$ cat config.mk
export PLATFORM = sky130hd
export DESIGN_NAME = paddle_control
export DESIGN_NICKNAME = d
export VERILOG_FILES = /design/src/rtl/paddle_control.sv
export SDC_FILE = /design/constraint.sdc
export NUM_CORES = 1
export LEC_CHECK = 0
export CAP_MARGIN = 20
export CORE_ASPECT_RATIO = 1.75
export CORE_UTILIZATION = 60
export CTS_CLUSTER_DIAMETER = 120
export CTS_CLUSTER_SIZE = 25
export DETAILED_ROUTE_END_ITERATION = 7
export GPL_TIMING_DRIVEN = 0
export PLACE_DENSITY = 0.85
export RECOVER_POWER = 100
export REMOVE_ABC_BUFFERS = 1
export SLEW_MARGIN = 15
export SYNTH_ARGS = -nofsm -noshare
export SYNTH_HDL_FRONTEND = slang
export SYNTH_SLANG_ARGS = --single-unit
$ cat constraint.sdc
create_clock -name clock -period 5.09 [get_ports clock]
set_input_delay 0.509 -clock clock [delete_from_list [all_inputs] [get_ports clock]]
set_output_delay 0.509 -clock clock [all_outputs]
set_load 0.005 [all_outputs]
$ cat src/rtl/paddle_control.sv
// Paddle position controller.
//
// Moves a paddle along the vertical axis in whole-pixel steps. The paddle follows either two
// debounced push buttons or, in AI mode, the ball position with a tolerance band. Every state
// update is qualified by the single-cycle frame enable `tick`.
//
// Ports:
//   clock      sole clock, rising edge
//   reset      asynchronous active-low reset
//   tick       frame enable; registers update only when high
//   btn_up     raw button, requests paddle_x to decrease
//   btn_down   raw button, requests paddle_x to increase
//   ai_enable  1 = track ball_x, 0 = follow the buttons
//   ball_x     top edge of the ball
//   paddle_x   registered top edge of the paddle
//   moving     high while the FSM is in a move state
//   at_limit   high when paddle_x sits on either legal extreme
module paddle_control #(
  parameter int unsigned PADDLE_HEIGHT = 40,
  parameter int unsigned MIN_X         = 0,
  parameter int unsigned MAX_X         = 239,
  parameter int unsigned START_X       = (MAX_X - MIN_X - PADDLE_HEIGHT) / 2,
  parameter int unsigned BALL_SIZE     = 10,
  parameter int unsigned STEP_DIV      = 4,
  parameter int unsigned DEBOUNCE      = 3,
  parameter int unsigned DEADBAND      = 4
) (
  input  logic       clock,
  input  logic       reset,
  input  logic       tick,
  input  logic       btn_up,
  input  logic       btn_down,
  input  logic       ai_enable,
  input  logic [7:0] ball_x,
  output logic [7:0] paddle_x,
  output logic       moving,
  output logic       at_limit
);

  localparam int unsigned DivW = $clog2(STEP_DIV + 1);
  localparam int unsigned DbW  = $clog2(DEBOUNCE + 1);

  localparam logic [7:0] LoPos    = 8'(MIN_X);
  localparam logic [7:0] HiPos    = 8'(MAX_X - PADDLE_HEIGHT);
  localparam logic [7:0] StartPos = 8'(START_X);

  typedef enum logic [1:0] {
    StIdle,
    StMoveUp,
    StMoveDown
  } state_e;

  state_e            state_q, state_d;
  state_e            req_state;
  logic              mode_q, mode_d;
  logic [DivW-1:0]   div_q, div_d;
  logic [7:0]        pos_q, pos_d;

  // Index 0 is btn_up, index 1 is btn_down.
  logic [1:0]        raw;
  logic [1:0]        deb_q, deb_d;
  logic [DbW-1:0]    cnt_q [2];
  logic [DbW-1:0]    cnt_d [2];

  logic [8:0]        target;
  logic [8:0]        center;
  logic              ai_up;
  logic              ai_down;

  assign raw = {btn_down, btn_up};

  // Extra headroom bit keeps the deadband sums from overflowing.
  assign target  = {1'b0, ball_x} + 9'(BALL_SIZE / 2);
  assign center  = {1'b0, pos_q} + 9'(PADDLE_HEIGHT / 2);
  assign ai_up   = {1'b0, center} > ({1'b0, target} + 10'(DEADBAND));
  assign ai_down = ({1'b0, center} + 10'(DEADBAND)) < {1'b0, target};

  always_comb begin
    req_state = StIdle;
    if (mode_q) begin
      if (ai_up) begin
        req_state = StMoveUp;
      end else if (ai_down) begin
        req_state = StMoveDown;
      end
    end else begin
      unique case (deb_q)
        2'b01:   req_state = StMoveUp;
        2'b10:   req_state = StMoveDown;
        default: req_state = StIdle;
      endcase
    end
  end

  always_comb begin
    state_d = state_q;
    mode_d  = mode_q;
    div_d   = div_q;
    pos_d   = pos_q;
    deb_d   = deb_q;
    cnt_d   = cnt_q;

    if (tick) begin
      for (int i = 0; i < 2; i++) begin
        if (raw[i] != deb_q[i]) begin
          if (cnt_q[i] + 1'b1 == DbW'(DEBOUNCE)) begin
            deb_d[i] = raw[i];
            cnt_d[i] = '0;
          end else begin
            cnt_d[i] = cnt_q[i] + 1'b1;
          end
        end else begin
          cnt_d[i] = '0;
        end
      end

      if (ai_enable != mode_q) begin
        // A mode switch only resynchronises; motion resumes from the next tick.
        mode_d  = ai_enable;
        state_d = StIdle;
        div_d   = '0;
      end else begin
        state_d = req_state;
        if (req_state != state_q || req_state == StIdle) begin
          div_d = '0;
        end else if (div_q + 1'b1 == DivW'(STEP_DIV)) begin
          div_d = '0;
          // Clamped steps are dropped but the FSM keeps its move state.
          if (state_q == StMoveUp) begin
            if (pos_q > LoPos) begin
              pos_d = pos_q - 1'b1;
            end
          end else begin
            if (pos_q < HiPos) begin
              pos_d = pos_q + 1'b1;
            end
          end
        end else begin
          div_d = div_q + 1'b1;
        end
      end
    end
  end

  always_ff @(posedge clock or negedge reset) begin
    if (!reset) begin
      state_q  <= StIdle;
      mode_q   <= 1'b0;
      div_q    <= '0;
      pos_q    <= StartPos;
      deb_q    <= '0;
      cnt_q[0] <= '0;
      cnt_q[1] <= '0;
    end else begin
      state_q  <= state_d;
      mode_q   <= mode_d;
      div_q    <= div_d;
      pos_q    <= pos_d;
      deb_q    <= deb_d;
      cnt_q[0] <= cnt_d[0];
      cnt_q[1] <= cnt_d[1];
    end
  end

  assign paddle_x = pos_q;
  assign moving   = (state_q != StIdle);
  assign at_limit = (pos_q == LoPos) || (pos_q == HiPos);

endmodule
[Word level (Yosys, flattened, before mapping)]
Cells that the tools add are included.
Operators by class
  multiplexer cells: 15
  equal/unequal tests: 12
  reduce and logical (&&, ||, !) cells: 10
  bitwise gates (word level): 2
  $add $sub $neg: 9
  magnitude comparators: 4
Operators with widths (count)
  8-bit two-way mux: 3
  9-bit by 3-bit adder with 10-bit output, second input constant: 2
  2-bit two-way mux: 8
  9-bit by 10-bit > comparator with 1-bit output: 1
  10-bit by 9-bit less-than comparator with 1-bit output: 1
  8-bit by 3-bit adder with 9-bit output, second input constant: 1
  8-bit by 5-bit adder with 9-bit output, second input constant: 1
  3-bit two-way mux: 3
  8-bit by 1-bit adder with 8-bit output, second input constant: 1
  8-bit equality test, second input constant: 1
  8-bit by 1-bit > comparator with 1-bit output, second input constant: 1
  8-bit logical NOT: 1
  8-bit less-than comparator, second input constant: 1
  8-bit by 1-bit subtractor with 8-bit output, second input constant: 1
  2-bit equality test, second input constant: 3
  3-bit AND reduction: 2
  6-bit AND reduction: 1
  2-bit by 1-bit adder with 2-bit output, second input constant: 2
  2-bit by 1-bit equality test with 1-bit output, second input constant: 2
  2-bit case mux with 2 select lines: 1
  2-bit nonzero test: 2
  3-bit by 1-bit adder with 3-bit output, second input constant: 1
  3-bit equality test, second input constant: 1
  1-bit inequality test: 3
  other kinds (6): 8
Storage, ports and cells
  word-level logic and storage cells: 60
  output and inout port bits: 10
  register bits: 20

[Depth between registers and ports, before layout]
  depth after elaboration: 10
  mapped depth: 14
  mapped depth without buffers: 14

[Least setup slack after synthesis]
No wires, ideal clock.
  path kind: input port to flip-flop
  start point: in ball_x[0]
  end point: reg pos_q[4] (netlist: paddle_x[4])
  stages on the path: 12
  library setup time: 0.125 ns
  path buffers: 0
  slack: 1.608 ns
  required time: 4.965 ns
  arrival: 3.357 ns
  cells stage by stage: ha_1 -> xnor2_1 -> ha_1 -> or3b_1 -> o31a_1 -> ha_1 -> nand2_1 -> o32a_1 -> o221ai_1 -> nand4b_1 -> nand2_4 -> mux2_4
On the way
  word-level cells in the longest chain between the ends: 9
Ends and longest elaborated chain
  from (decl): RTL line 34  | input logic [7:0] ball_x,
  8-bit by 3-bit adder with 9-bit output (*): RTL line 73  | assign target = {1'b0, ball_x} + 9'(BALL_SIZE / 2);
  9-bit by 3-bit adder with 10-bit output or 10-bit by 9-bit less-than comparator with 1-bit output (tied branches): RTL line 75, 76
  9-bit by 10-bit > comparator with 1-bit output or 2-bit two-way mux (tied branches): RTL line 75, 83
  2-bit two-way mux (*): RTL line 81  | if (ai_up) begin
  2-bit two-way mux (*): RTL line 80  | if (mode_q) begin
  2-bit inequality test or 2-bit logical NOT (tied branches): RTL line 124  | if (req_state != state_q || req_state == StIdle) begin
  1-bit logical OR (*): RTL line 124
  1-bit NOT (no source line) (*)
  6-bit AND reduction (no source line) (*)
  to (signal assigned): RTL line 150  | pos_q <= StartPos;
  to (signal assigned): RTL line 158  | pos_q <= pos_d;
  to (decl): RTL line 57  | logic [7:0] pos_q, pos_d;
Mark *: on every way between the ends. The rest lies on a longest branch, timed or not.
A chain may end at the register's enable or synchronous reset.

[Worst setup path after layout]
  start point: in ball_x[2]
  end point: reg pos_q[4] (netlist: paddle_x[4])
The elaborated chain is that of the path after synthesis.

==> summary by stage <==
Outcome
The run finished with clean final reports.

Clock tree
Buffers added to address setup during post-CTS repair amount to 0. For this design, the sink count on the clock tree is 20. The maximum count of clock buffers along a single path is 2. The depth of the CTS H-tree is 1. Buffers inserted to repair hold after CTS numbered 0.

The clock tree from TritonCTS is done. The clock reaches the later pin of the worst-skew pair after 0.26 ns. The TritonCTS buffer count is 3. The cell at the root of the clock tree is clkbuf_8.

The clock edge transition at the registers on the reported setup and hold paths is 0.07 ns. Gates resized during post-CTS repair numbered 0.

STA
Dividing the final minimum period by the clock period gives 0.848. Setup repair after global routing left no endpoint under its margin. Setup violations remaining at the end of the flow were counted as 0.

The worst clock skew is 0.00171 ns. Subtracting the final worst setup slack from the clock period gives 4.32 ns. Headroom to the max-slew limit came out at 0.392. Setup slack closes at 0.775 ns. The final count of pins violating max slew is 0. The number of endpoints with negative hold slack in the final report was 0. Based on the critical path, the design can be clocked at up to 232 MHz. The actual slew at the worst max-slew pin is 0.909 ns. The final hold slack is 0.489 ns. The total negative slack is 0 ns.

Synth
The average footprint of a synthesized cell is 9.08 µm². The number of warning messages in the yosys log is 0. The sequential share of the synthesized area is 0.239. The number of standard cells after synthesis is 233. The netlist area before placement is 2110 µm². For this run, the leading register cell type out of synthesis is dfrtp_1.

The number of distinct library cell variants in the gate-level netlist after synthesis is 54. The number of storage elements in the synthesis netlist is 20. The count of flip-flops with a built-in enable after synthesis is 0. The async set or reset register ratio after synthesis is 1.00.

Detailed routing
For this run, design rule violations remaining after detail routing come to 0. The total iterations of the first detailed-routing run is 4. The via count normalized by instance count is 5.89. Dividing the detail-routed wire length by the instance count gives 15.3 µm. Summed over all layers, the routed wires come to 4660 µm.

Once detail routing completed, the nets flagged for antenna violations numbered 0. The total number of vias is 1791. After the first detailed-routing iteration, the DRC count stood at 23.

Placement
The placement-stage cell area is 2400 µm². The congestion estimate from routability-driven global placement came to 0.928. Prior to clock tree synthesis, the placed netlist has a worst setup slack of 0.730 ns. The count of buffers added on input and output ports is 23.

The HPWL after detailed placement is 3790 µm.

Final layout
The total number of nets in the final design is 305. From synthesis to final layout, the design area changed by 15.9%. In the final layout, the share of cells above drive strength 1 is 0.0656. Summing all non-filler instances in the final layout gives an area of 2450 µm².

0 antenna diodes ended up in the layout.

Floorplanning
The floorplan die height is 80.5 µm. The chip width is 46.9 µm. The effective utilization at floorplan is 0.629. The area of the placeable core is 3360 µm². In this run the core area contains 28 standard-cell rows. The boundary pin count is 24. The die footprint is 3770 µm².

Critical path
The critical path contains buffers and inverters numbering 2 combined. The data arrival time of the critical path is 4.46 ns. Walking the worst path, the cells encountered are dlygate4sd3_1 > a21oi_1 > xnor2_1 > inv_1 > or3_1 > nor3_1 > xor2_1 > ha_1 > a211oi_1 > o211ai_1 > o221ai_1 > nand4b_1 > nand2_1 > mux2_1.

Data on the critical path is required at its endpoint by 5.24 ns. For this design, the slowest cell found on the critical path is dlygate4sd3_1. The top cell family by delay on the critical path is compound AO/OA/AOI/OAI gates. STA classifies the critical path endpoint as a flip-flop. The stage delay of the slowest cell on the critical path is 0.62 ns. The critical path class is in -> reg.

The worst setup path is launched from a primary input. In this run the worst path has a maximum fanout of 7.

Power
The leakage power summed over all cells is 1.09 nW. The worst vdd rail ir drop is 274 µV. In this run the power density over the cells is 231 nW/µm².

Run
The tool flagged a number of max-cap violations equal to 0.

GRT
The remaining global-route overflow is 0. The first global-routing pass estimated 7710 µm of wire. The via count of the first global-routing pass is 1877. The initial antenna violation count came to 0.

Entering global routing, the biggest net connects 21 pins. For this run, the total global-route usage over all layers was measured as 0.284.

Worst hold path
The path type of the worst min-delay path is reg -> reg.
==> cell usage in the layout, fill, tap and decap left out, drive strengths merged, types with 5 or more instances in the layout <==
master / netlist / routed
ha: 30 / 30
clkdlybuf4s50: 0 / 14
nand2: 20 / 20
mux2: 6 / 6
o21ai: 12 / 12
nor2: 15 / 15
xor2: 11 / 11
dfrtp: 16 / 16
a21oi: 11 / 11
mux2i: 5 / 5
dlygate4sd3: 0 / 9
xnor2: 19 / 19
nand3: 8 / 8
inv: 18 / 18
==> flip-flops by register name (all words and copies together), names as in the netlist <==
signal	count
deb_q	2
paddle_x	8
mode_q	1
cnt_q	4
state_q	2
div_q	3
==> power breakdown <==
| part | total [W] | switching [W] | internal [W] | leakage (nW) |
|---|---|---|---|---|
| logic | 0.000198 | 0.000101 | 0.0000967 | 0.816 |
| registers | 0.000211 | 0.0000258 | 0.000185 | 0.242 |
| clock network | 0.000158 | 0.0000527 | 0.000105 | 0.0357 |
| total | 0.000566 | 0.000180 | 0.000387 | 1.09 |
==> cell families after synthesis <==
| group | share of synthesized area |
|---|---|
| AOI/OAI and AO/OA | 0.181 |
| xor gates and xnor gates | 0.124 |
| adders and majority gates | 0.187 |
| buffers and inverters | 0.0337 |
| DFF | 0.239 |
| muxes | 0.0609 |
| and+or+nand+nor | 0.174 |
==> per-stage QoR <==
| stage | cells | power [W] | utilization |
|---|---|---|---|
| floorplan | 232 | 0.000355 | - |
| global placement | 300 | 0.000406 | 0.713 |
| detailed placement | 300 | 0.000413 | 0.713 |
| CTS | 304 | 0.000574 | 0.734 |
| global route | 304 | 0.000601 | 0.728 |
| finish | 304 | 0.000566 | 0.728 |
==> synth_stat cells (all sizes together), types with 2 or more instances <==
cell / count / share of area
inv: 18 / 0.032
nor2b: 3 / 0.0089
xnor2: 19 / 0.079
dfrtp: 16 / 0.19
mux2i: 5 / 0.024
or3b: 2 / 0.0095
nand2b: 2 / 0.0059
a211oi: 3 / 0.017
and2b: 2 / 0.0071
a21oi: 11 / 0.030
a21o: 4 / 0.014
o41ai: 2 / 0.0083
ha: 30 / 0.18
nand3: 8 / 0.019
nor2: 15 / 0.028
nand2: 20 / 0.040
a22o: 2 / 0.0083
nor3: 4 / 0.0095
nand4: 4 / 0.015
mux2: 6 / 0.037
or2: 3 / 0.0089
o21a: 2 / 0.0071
o31a: 2 / 0.0083
o21ai: 12 / 0.028
o211ai: 3 / 0.011
xor2: 11 / 0.046
o221ai: 2 / 0.0083
dfstp: 4 / 0.050
o2bb2ai: 2 / 0.0083
or3: 2 / 0.0059
==> final timing paths <==
kind                        startpoint          end  slack (ns)  cells after the start
setup reg to reg           paddle_x[2]  paddle_x[4]        1.46                     14
hold reg to reg               cnt_q[3]     cnt_q[2]        0.49                      1
max in group asynchronous        reset  paddle_x[2]        3.71                      1
hold / removal                cnt_q[3]     cnt_q[2]        0.49                      1
setup / recovery             ball_x[2]  paddle_x[4]        0.77                     14
min in group asynchronous        reset       mode_q        0.82                      1
==> layout make-up <==
cell class	count	area, µm²
inverter	18	67.6
multi-input combinational	194	1520
timing repair buffer	23	230
tap	45	56.3
fill	275	913
clock buffer	3	41.3
clock inverter	1	30.0
sequential	20	505
==> metal layers <==
layer	up-vias	GRT usage	routed length, µm
li1	891	-	-
met3	21	0.0382	91
met2	33	0.514	2590
met1	846	0.277	1720
met4	0	0.180	257
met5	-	0	0
Power figures use the tool's default switching activity.
